<file path="src/rtl/div_pkg.sv">
// rtl/div_pkg.sv - shared types and sizing for the sequential divider
package div_pkg;

  localparam int DEF_N = 32;

  typedef enum logic [1:0] {
    IDLE = 2'd0,
    RUN  = 2'd1,
    DONE = 2'd2
  } div_state_t;

  // counter must reach N, so it needs clog2(N+1) bits
  function automatic int cnt_w(input int n);
    return $clog2(n + 1);
  endfunction

  localparam int CNT_W = cnt_w(DEF_N);

endpackage

</file>
<file path="src/rtl/div_sub_step.sv">
// rtl/div_sub_step.sv - (W)-bit ripple trial subtract a - b, nonneg when a >= b
module div_sub_step
  import div_pkg::*;
#(
  parameter int W = DEF_N + 1
) (
  input  logic [W-1:0] a,
  input  logic [W-1:0] b,
  output logic [W-1:0] diff,
  output logic         nonneg
);

  logic carry;

  // a + ~b + 1; final carry-out set means no borrow
  always_comb begin
    carry = 1'b1;
    diff  = '0;
    for (int i = 0; i < W; i++) begin
      diff[i] = a[i] ^ ~b[i] ^ carry;
      carry   = (a[i] & ~b[i]) | (carry & (a[i] ^ ~b[i]));
    end
    nonneg = carry;
  end

endmodule

</file>
<file path="src/rtl/seq_divider.sv">
// rtl/seq_divider.sv - radix-2 restoring divider, one quotient bit per cycle
module seq_divider
  import div_pkg::*;
#(
  parameter int N = DEF_N
) (
  input  logic         clk,
  input  logic         rst,
  input  logic         start,
  input  logic         signed_op,
  input  logic [N-1:0] dividend,
  input  logic [N-1:0] divisor,
  output logic         busy,
  output logic         done,
  output logic [N-1:0] quotient,
  output logic [N-1:0] remainder,
  output logic         div_by_zero
);

  localparam int CW = cnt_w(N);
  localparam logic [CW-1:0] LAST = CW'(N - 1);

  div_state_t   state;
  logic [CW-1:0] cnt;
  logic [N-1:0] prem;
  logic [N-1:0] qreg;
  logic [N-1:0] dmag;
  logic         neg_q;
  logic         neg_r;
  logic         dz;

  logic [N-1:0] dd_mag;
  logic [N-1:0] dv_mag;
  logic [N:0]   trial_a;
  logic [N:0]   diff;
  logic         nonneg;
  logic         unused_diff_msb;

  // most-negative stays as 2^(N-1) when read unsigned, which is the true magnitude
  assign dd_mag = (signed_op && dividend[N-1]) ? -dividend : dividend;
  assign dv_mag = (signed_op && divisor[N-1])  ? -divisor  : divisor;

  assign trial_a         = {prem, qreg[N-1]};
  assign unused_diff_msb = diff[N];

  div_sub_step #(.W(N + 1)) u_step (
    .a      (trial_a),
    .b      ({1'b0, dmag}),
    .diff   (diff),
    .nonneg (nonneg)
  );

  always_ff @(posedge clk) begin
    if (rst) begin
      state       <= IDLE;
      busy        <= 1'b0;
      done        <= 1'b0;
      quotient    <= '0;
      remainder   <= '0;
      div_by_zero <= 1'b0;
      cnt         <= '0;
      prem        <= '0;
      qreg        <= '0;
      dmag        <= '0;
      neg_q       <= 1'b0;
      neg_r       <= 1'b0;
      dz          <= 1'b0;
    end else begin
      done <= 1'b0;
      case (state)
        IDLE: begin
          if (start) begin
            cnt   <= '0;
            busy  <= 1'b1;
            dmag  <= dv_mag;
            neg_q <= signed_op & (dividend[N-1] ^ divisor[N-1]);
            neg_r <= signed_op & dividend[N-1];
            if (divisor == '0) begin
              // raw dividend parked in prem so it is returned untouched
              dz    <= 1'b1;
              prem  <= dividend;
              qreg  <= '1;
              state <= DONE;
            end else begin
              dz    <= 1'b0;
              prem  <= '0;
              qreg  <= dd_mag;
              state <= RUN;
            end
          end
        end
        RUN: begin
          prem <= nonneg ? diff[N-1:0] : trial_a[N-1:0];
          qreg <= {qreg[N-2:0], nonneg};
          cnt  <= cnt + CW'(1);
          if (cnt == LAST) state <= DONE;
        end
        DONE: begin
          done        <= 1'b1;
          busy        <= 1'b0;
          div_by_zero <= dz;
          if (dz) begin
            quotient  <= qreg;
            remainder <= prem;
          end else begin
            quotient  <= neg_q ? -qreg : qreg;
            remainder <= neg_r ? -prem : prem;
          end
          state <= IDLE;
        end
        default: state <= IDLE;
      endcase
    end
  end

endmodule

</file>
<file path="config.mk">
export PLATFORM = sky130hd
export DESIGN_NAME = seq_divider
export DESIGN_NICKNAME = d
export VERILOG_FILES = /design/src/rtl/div_pkg.sv /design/src/rtl/div_sub_step.sv /design/src/rtl/seq_divider.sv
export SDC_FILE = /design/constraint.sdc
export NUM_CORES = 1
export LEC_CHECK = 0
export ABC_CLOCK_PERIOD_IN_PS = 13650
export CELL_PAD_IN_SITES_DETAIL_PLACEMENT = 1
export CELL_PAD_IN_SITES_GLOBAL_PLACEMENT = 1
export CORE_MARGIN = 2
export CORE_UTILIZATION = 38
export DETAILED_ROUTE_END_ITERATION = 8
export GPL_TIMING_DRIVEN = 0
export PLACE_DENSITY_LB_ADDON = 0.1
export SLEW_MARGIN = 15
export SYNTH_ARGS = -nofsm -noshare
export SYNTH_HDL_FRONTEND = slang
export SYNTH_HIERARCHICAL = 1
export SYNTH_SLANG_ARGS = --single-unit
</file>
<file path="constraint.sdc">
create_clock -name clk -period 13.65 [get_ports clk]
set_input_delay 2.73 -clock clk [delete_from_list [all_inputs] [get_ports clk]]
set_output_delay 2.73 -clock clk [all_outputs]
set_load 0.03 [all_outputs]
</file>
==> results.toml, run 1 <==
[synth]
synth_area_sq_um = 10520
syn_inst = 1243
synth_area_leader_cell = "dfxtp_1"
synth-seq-cells = 174
synthTopCellsByArea = "dfxtp_1, fa_1, nor2_1, a211oi_1, xor2_1"
syn_area_per_cell_sq_um = 8.464
syn_nets = 1349
synth_edf_count = 0
synth_common_cells = "dfxtp_1, nor2_1, nand2_1"
synth_top_area_frac = 0.3311
synth.distinct_cells = 65
yosys_most_used_dff = "dfxtp_1"
yosysSeqAreaShare = 0.3311
synth_warnings = 6
synthArstFlopShare = 0
synth_most_common_cell = "dfxtp_1"

[global_routing]
grt_pass1_vias = 10000
globalRouteTotalUtil = 0.2617
grt-ovfl-total = 0
grt_pass1_wl_microns = 58020
grt_start_max_net_pins = 17
antenna_found_initial = 0

[timing]
setup_violations = 0
fmax_mhz = 75.22
slew_headroom = 0.1923
fin_worst_skew_ns = 0.01406
rsz0062_at_grt = "no"
min_period_ns = 13.29
tightest_slew_ns = 1.200
hold-worst-slack_ns = 0.4700
slew_viol_final = 0
tns_ns = 0
hold_viol_final = 0
post-route-period-util = 0.9739

[detailed_routing]
ant_nets = 0
vias = 9993
drc = 0
wire_per_inst_microns = 21.08
firstDrtPassIters = 5
drtIter0Drc = 569
finalWirelength_microns = 37630
viasPerCell = 5.598

[pwr]
seqPwrFrac = 0.354
p_int_mw = 1.143
power_mw = 1.814
comb_power_share = 0.355
leakagePower_nw = 4.581
worst_ir_drop_vdd_mv = 0.08558
switchingPower_uw = 670.5
power_density_nw_per_um2 = 137.5
pwr-share-clk = 0.292
switching_share = 0.3697

[critical_path]
cpMostUsedCell = "fa_2"
r2r_start = "qreg[31]"
setup.worst_path.end_class = "register"
required_ns = 13.95
startpoint_type = "register"
crit_arrival_ns = 13.59
max_stage_delay_ns = 0.40
crit_start = "qreg[31]"
path_max_fanout = 10
critical_path_class = "register to register"
slowest_stage = "fa_1"

[cells_and_area]
num-nets-final = 1506
drive_gt1_frac = 0.09979
diodes = 0
fillers = 3229
design_area_sq_um = 13190
finish.utilization = 0.4868
areaGrowthSynthToFinish_pct = 25.40

[clock_network]
cts_made_buffers = 17
clock_latency_ns = 0.44
cts_hold_buf = 0
cts_max_path_buffers = 2
clkSlewWorstSetupHoldPaths_ns = 0.08
cts-root-buf = "clkbuf_16"
tritoncts = "yes"
cts.sinks = 174
h-tree-depth = 4

[floorplanning]
rows = 60
ioPinCount = 135
dieArea_sq_um = 29030
die_w_microns = 170.4
core-area_sq_um = 27100
start_util = 0.3882
die_h_microns = 170.4

[placement]
hpwlAfterDp_microns = 29270
place.gp.congestion = 0.8824
numPortBuffers = 134
placed_cell_area_sq_um = 12330

[run_status]
status = "completed"

[hold_path]
min_path_type = "register to register"
hp-start = "busy"

[flow_run]
drv_cap = 0
## repair_timing
action / in CTS / in global routing
buffers inserted: 3 / 0
gates cloned: 1 / 0
pin swaps: 1 / 2
endpoints found under the setup margin: 33 / 33
gates resized for setup: 32 / 18
## registers in the layout, summed over array words and instances (netlist names)
register and count:
busy 1, cnt 6, div_by_zero 1, dmag 32, done 1, dz 1, neg_q 1, neg_r 1
prem 32, qreg 32, quotient 32, remainder 32, state 2
## per-layer routing
layer | routed length, microns | GRT usage
met1 | 18400 | 0.3712
met2 | 16610 | 0.4120
met3 | 1863 | 0.04302
met4 | 753 | 0.06986
met5 | 0 | 0
## cell type report
class	count	area, sq um	area share
multi-input cells	901	6469	0.4903
flip-flops and latches	174	3488	0.2644
repair buffers	138	1371	0.1039
plain buffers	87	478.0	0.03623
well taps	372	465.4	0.03528
clock buffers	19	442.9	0.03357
inverters	81	304.0	0.02304
clock inverters	13	175.2	0.01328
## placed cells by master, fill, tap and decap left out, drive strengths merged, types with 5 or more instances in the layout
cell	instances
dfxtp	174
nor2	161
clkdlybuf4s50	135
inv	87
clkbuf	86
nand2	83
a211oi	76
xor2	58
nor3	47
xnor2	44
a21oi	44
o21ai	36
nand2b	36
a221oi	32
fa	32
mux2	29
a32o	28
o31ai	22
or3	22
buf	21
nor4	18
a311oi	16
o41ai	13
or4	10
a22oi	9
o22ai	8
nor2b	7
nand3	7
a41oi	6
a31oi	6
ha	6
and2	6
nand4b	5
## cells by family after synthesis
logic type / count (synthesis) / share of synthesized area
flops: 174 / 0.3311
mux: 33 / 0.03484
buf+inv: 168 / 0.06921
other cells: 1 / 0.0003564
xor+xnor: 102 / 0.08491
fa+ha+maj: 38 / 0.06802
simple gates: 423 / 0.1947
compound gates: 304 / 0.2169
## power by group through the flow
stage	Clock [mW]	Combinational [mW]	Sequential (mW)
2_1_floorplan	0	0.398	0.643
3_3_place_gp	0	0.578	0.647
3_5_place_dp	0	0.596	0.650
4_1_cts	0.535	0.626	0.639
5_1_grt	0.557	0.715	0.649
6_report	0.529	0.644	0.641
## worst paths after layout
path | to | slack [ns] | depth (start not counted)
worst min register to register | busy | 0.47 | 2
worst min-delay path | busy | 0.47 | 2
worst max-delay path | prem[10] | 0.36 | 42
worst max register to register | prem[10] | 0.36 | 42
## metrics by stage
| step | setup WS, ns | std cells |
|---|---|---|
| floorplan | 0.03513 | 1243 |
| global placement | -0.7546 | 1749 |
| detailed placement | -0.9322 | 1749 |
| CTS | 0.03882 | 1785 |
| global route | 0.05240 | 1785 |
| finish | 0.3562 | 1785 |
## worst max-delay path: cells and delay by family, from the launching register on
kind | cells | cell delay [ns]
buf+inv | 6 | 0.59
flops | 1 | 0.36
compound gates | 1 | 0.25
fa+ha+maj | 33 | 11.50
simple gates | 1 | 0.09
mux | 1 | 0.34
Note: power is estimated with default switching activity, not from simulation.
==> inputs of run 2 (changes only) <==
- ABC_CLOCK_PERIOD_IN_PS: 13650 -> not set
- HOLD_SLACK_MARGIN: not set -> 0.12
- REMOVE_ABC_BUFFERS: not set -> 1
==> results.toml, run 2 (synthesis gave the netlist of run 1 again) <==
[cells_and_area]
areaGrowthSynthToFinish_pct = 24.01
final_common_cell = "dfxtp_1"
mostFrequentLayoutCells = "dfxtp_1, nor2_1, clkdlybuf4s50_1"
num-nets-final = 1435
drive_gt1_frac = 0.1095
finish.utilization = 0.4814
diodes = 0

[global_routing]
globalRouteTotalUtil = 0.2393
antenna_found_initial = 0
grt_pass1_wl_microns = 53960
grt_start_max_net_pins = 93
grt-ovfl-total = 0
grt_pass1_vias = 9620

[timing]
hold_viol_final = 0
tightest_slew_ns = 1.260
post-route-period-util = 0.9797
slew_headroom = 0.1599
fin_worst_skew_ns = 0.01518
min_period_ns = 13.37
setup_violations = 0
slew_viol_final = 0
fmax_mhz = 74.78

[critical_path]
setup.worst_path.end_class = "register"
max_stage_delay_ns = 0.39
critical_path_class = "register to register"
cpMostUsedCell = "fa_2"
reg2reg_slack_ns = 0.28
required_ns = 13.96
crit_arrival_ns = 13.68
startpoint_type = "register"
reg2reg_depth = 42
r2r-end = "prem[11]"
r2r_start = "qreg[31]"
slowest_stage = "fa_1"
path_max_fanout = 9

[hold_path]
holdPathStages = 2
min_path_type = "register to register"
hp-start = "quotient[0]"
holdPathEnd = "quotient[0]"

[flow_run]
drv_cap = 0

[clock_network]
clkSlewWorstSetupHoldPaths_ns = 0.07
cts.sinks = 174
tritoncts = "yes"
clock_latency_ns = 0.44
h-tree-depth = 4
cts_made_buffers = 17
cts-root-buf = "clkbuf_16"
cts_max_path_buffers = 2

[floorplanning]
dieArea_sq_um = 29030
core-area_sq_um = 27100
die_h_microns = 170.4
ioPinCount = 135
die_w_microns = 170.4
rows = 60
start_util = 0.3882

[placement]
place.gp.congestion = 0.8245
hpwlAfterDp_microns = 24430
numPortBuffers = 134

[pwr]
comb_power_share = 0.360
power_mw = 1.781
p_int_mw = 1.119
leakagePower_nw = 4.504
pwr-share-clk = 0.282
power_density_nw_per_um2 = 136.5
switchingPower_uw = 661.8
switching_share = 0.3717
seqPwrFrac = 0.358
worst_ir_drop_vdd_mv = 0.07473

[detailed_routing]
ant_nets = 0
drc = 0
viasPerCell = 5.638
wire_per_inst_microns = 20.01
vias = 9663
finalWirelength_microns = 34290
drtIter0Drc = 548
firstDrtPassIters = 5

[run_status]
status = "completed"
[run 2: cell count changes in the layout (fill, tap and decap cells not counted), sizes merged, moves of 2 or more]
cell           delta
clkbuf           -68
bufinv            -2
clkdlybuf4s50     -2
clkinv            -2
inv               +4
[run 2: stage by stage]
stage / instances / TNS [ns] / hold WS (ns) / instance area [sq um] / setup WS, ns
floorplan: 1156 / -10.17 / 0.4340 / 10100 / -0.4053
global placement: 1662 / -63.54 / 0.4470 / 11900 / -2.013
detailed placement: 1677 / -32.93 / 0.4567 / 12230 / -1.162
CTS: 1714 / 0 / 0.4663 / 12990 / 0.04553
global route: 1714 / -0.001140 / 0.4855 / 13050 / -0.001140
finish: 1714 / 0 / 0.4631 / 13050 / 0.2772
[run 2: worst max path at each step]
stage          startpoint       end  slack (ns)  depth (start not counted)
2_1_floorplan    qreg[31]  prem[30]       -0.41                         40
3_3_place_gp     qreg[31]  prem[30]       -2.01                         40
3_5_place_dp     qreg[31]  prem[17]       -1.16                         41
4_1_cts          qreg[31]  prem[23]        0.05                         42
5_1_grt          qreg[31]  prem[11]      -0.001                         42
6_report         qreg[31]  prem[11]        0.28                         42
[run 2: cell type report]
class / instances / area (sq um)
clock buffers: 18 / 439.2
clock inverters: 14 / 145.1
fillers: 3167 / 14050
inverters: 81 / 304.0
multi-input cells: 901 / 6487
flip-flops and latches: 174 / 3488
well taps: 372 / 465.4
repair buffers: 154 / 1718
[run 2: repair_timing]
| item | CTS | global route |
|---|---|---|
| pin swaps | 1 | 2 |
| buffers inserted | 4 | 0 |
| gates resized for setup | 27 | 11 |
| hold buffers | 0 | 0 |
| cloned | 1 | 0 |
| setup endpoints to repair | 33 | 33 |
[run 2: power by group through the flow]
stage	logic [mW]	clock network, mW	registers [mW]
CTS	0.631	0.515	0.637
global route	0.712	0.532	0.647
finish	0.641	0.503	0.637
global placement	0.563	0	0.645
detailed placement	0.590	0	0.647
floorplan	0.377	0	0.646
[run 2: critical path, delay by kind of cell (launching register included)]
family	cells	cell delay, ns
fa+ha+maj	33	11.62
flops	1	0.38
buf+inv	6	0.54
compound gates	1	0.25
simple gates	1	0.09
mux	1	0.35
[run 2: routing by layer]
layer | vias up | GRT usage | wire length (microns)
met5 | - | 0 | 0
met4 | 0 | 0.06949 | 682
met3 | 35 | 0.03581 | 1200
met2 | 218 | 0.3883 | 15960
met1 | 4776 | 0.3299 | 16450
li1 | 4634 | - | -
==> inputs of run 3 (changes only) <==
--- a/config.mk
+++ b/config.mk
@@ -8,4 +8,5 @@
 export CELL_PAD_IN_SITES_DETAIL_PLACEMENT = 1
 export CELL_PAD_IN_SITES_GLOBAL_PLACEMENT = 1
+export CORE_ASPECT_RATIO = 0.75
 export CORE_MARGIN = 2
 export CORE_UTILIZATION = 38
==> constraint.sdc (replaced) <==
create_clock -name clk -period 13.65 [get_ports clk]
set_input_delay 2.0475 -clock clk [delete_from_list [all_inputs] [get_ports clk]]
set_output_delay 2.0475 -clock clk [all_outputs]
set_load 0.03 [all_outputs]
==> results.toml, run 3 (synthesis gave the netlist of run 1 again) <==
[critical_path]
startpoint_type = "register"
cpMostUsedCell = "fa_2"
critical_path_class = "register to register"
r2r-end = "prem[12]"
slowest_stage = "fa_1"
cp_top_family = "adder cells"
path_buf_inv = 6
crit_arrival_ns = 13.60
setup.worst_path.end_class = "register"
max_stage_delay_ns = 0.39
crit_start = "qreg[31]"
worstSetupEndpoint = "prem[12]"
r2r_start = "qreg[31]"
required_ns = 13.96
cp.depth = 42
reg2reg_slack_ns = 0.36
path_max_fanout = 14
reg2reg_depth = 42

[detailed_routing]
ant_nets = 0
vias = 9661
drc = 0
top_layer_used = "met5"
wl_met3_microns = 1219
firstDrtPassIters = 4
drtIter0Drc = 579
wire_per_inst_microns = 20.28
wl_met1_microns = 17230
wl_met2_microns = 15610
viasPerCell = 5.693
finalWirelength_microns = 34420

[global_routing]
grt_pass1_vias = 9638
grt_start_max_net_pins = 76
grt-ovfl-total = 0
grt_pass1_wl_microns = 54940
antenna_found_initial = 3
globalRouteTotalUtil = 0.2416

[clock_network]
cts_max_path_buffers = 2
cts-root-buf = "clkbuf_16"
clock_latency_ns = 0.45
clkSlewWorstSetupHoldPaths_ns = 0.07
cts_hold_buf = 0
cts.sinks = 174
tritoncts = "yes"
h-tree-depth = 4
cts_made_buffers = 17

[timing]
tightest_slew_ns = 1.173
slew_viol_final = 0
slew_headroom = 0.2177
fmax_mhz = 75.23
fin_worst_skew_ns = 0.01309
rsz0062_at_grt = "no"
hold_viol_final = 0
tns_ns = 0
setup_ws_ns = 0.3572
post-route-period-util = 0.9738
setup_violations = 0
min_period_ns = 13.29

[placement]
placed_cell_area_sq_um = 12230
hpwlAfterDp_microns = 24910
numPortBuffers = 134
dpl_worst_slack_ns = -1.132
place.gp.congestion = 0.8441

[cells_and_area]
mostFrequentLayoutCells = "dfxtp_1, nor2_1, clkdlybuf4s50_1"
final_common_cell = "dfxtp_1"
drive_gt1_frac = 0.1050
design_area_sq_um = 13010
regArea_sq_um = 3488
num-nets-final = 1437
fillers = 3159
multiInputGateArea_sq_um = 6452
areaGrowthSynthToFinish_pct = 23.69

[run_status]
status = "completed"

[pwr]
worst_ir_drop_vdd_mv = 0.08767
leakagePower_nw = 4.498
power_density_nw_per_um2 = 136.2
power_mw = 1.772

[floorplanning]
die_h_microns = 148.1
start_util = 0.3878
ioPinCount = 135
dieArea_sq_um = 29050
die_w_microns = 196.1
rows = 52
core-area_sq_um = 27130

[hold_path]
min_path_type = "register to register"
hp-start = "quotient[0]"

[flow_run]
drv_cap = 0
run 3: layout make-up:
class	count	share of cell area
Antenna cell	3	0.0005769
Clock buffer	20	0.03432
Clock inverter	11	0.009134
Inverter	81	0.02336
Multi-Input combinational cell	901	0.4958
Sequential cell	174	0.2681
Tap cell	351	0.03375
Timing Repair Buffer	156	0.1350
run 3: repair_timing:
item                       CTS  global route
setup buffers                4             0
gates cloned                 2             0
setup endpoints to repair   33            33
gates resized for setup     25            10
pin swaps                    2             3
run 3: tightest hold or removal path, cell delays in order (launching register included):
cell and delay, ns:
dfxtp_1 0.31, nand2_1 0.05, a21oi_1 0.05
run 3: per-layer routing:
metal,track usage,up-vias
met1,0.3501,4822
met2,0.3824,181
met3,0.03855,25
li1,-,4631
met4,0.04659,2
met5,0,-
run 3: through the flow:
step           utilization  cells  hold slack (ns)
6_report            0.4797   1697           0.4631
5_1_grt             0.4794   1694           0.4902
4_1_cts             0.4780   1694           0.4689
3_5_place_dp        0.4507   1657           0.4591
3_3_place_gp        0.4378   1641           0.4486
2_1_floorplan            -   1156           0.4340
run 3: report_power, final:
part	switching [mW]	total [mW]	leakage [nW]	internal, mW
combinational	0.348	0.641	2.79	0.293
clock	0.219	0.492	0.279	0.273
sequential	0.0748	0.639	1.43	0.564
run 3: how the worst min path moves through the flow:
stage                  endpoint  slack (ns)  cells after the start
floorplan               dmag[0]        0.43                      2
global placement    quotient[0]        0.45                      2
detailed placement  quotient[0]        0.46                      2
CTS                 quotient[0]        0.47                      2
global route        quotient[0]        0.49                      2
finish              quotient[0]        0.46                      2
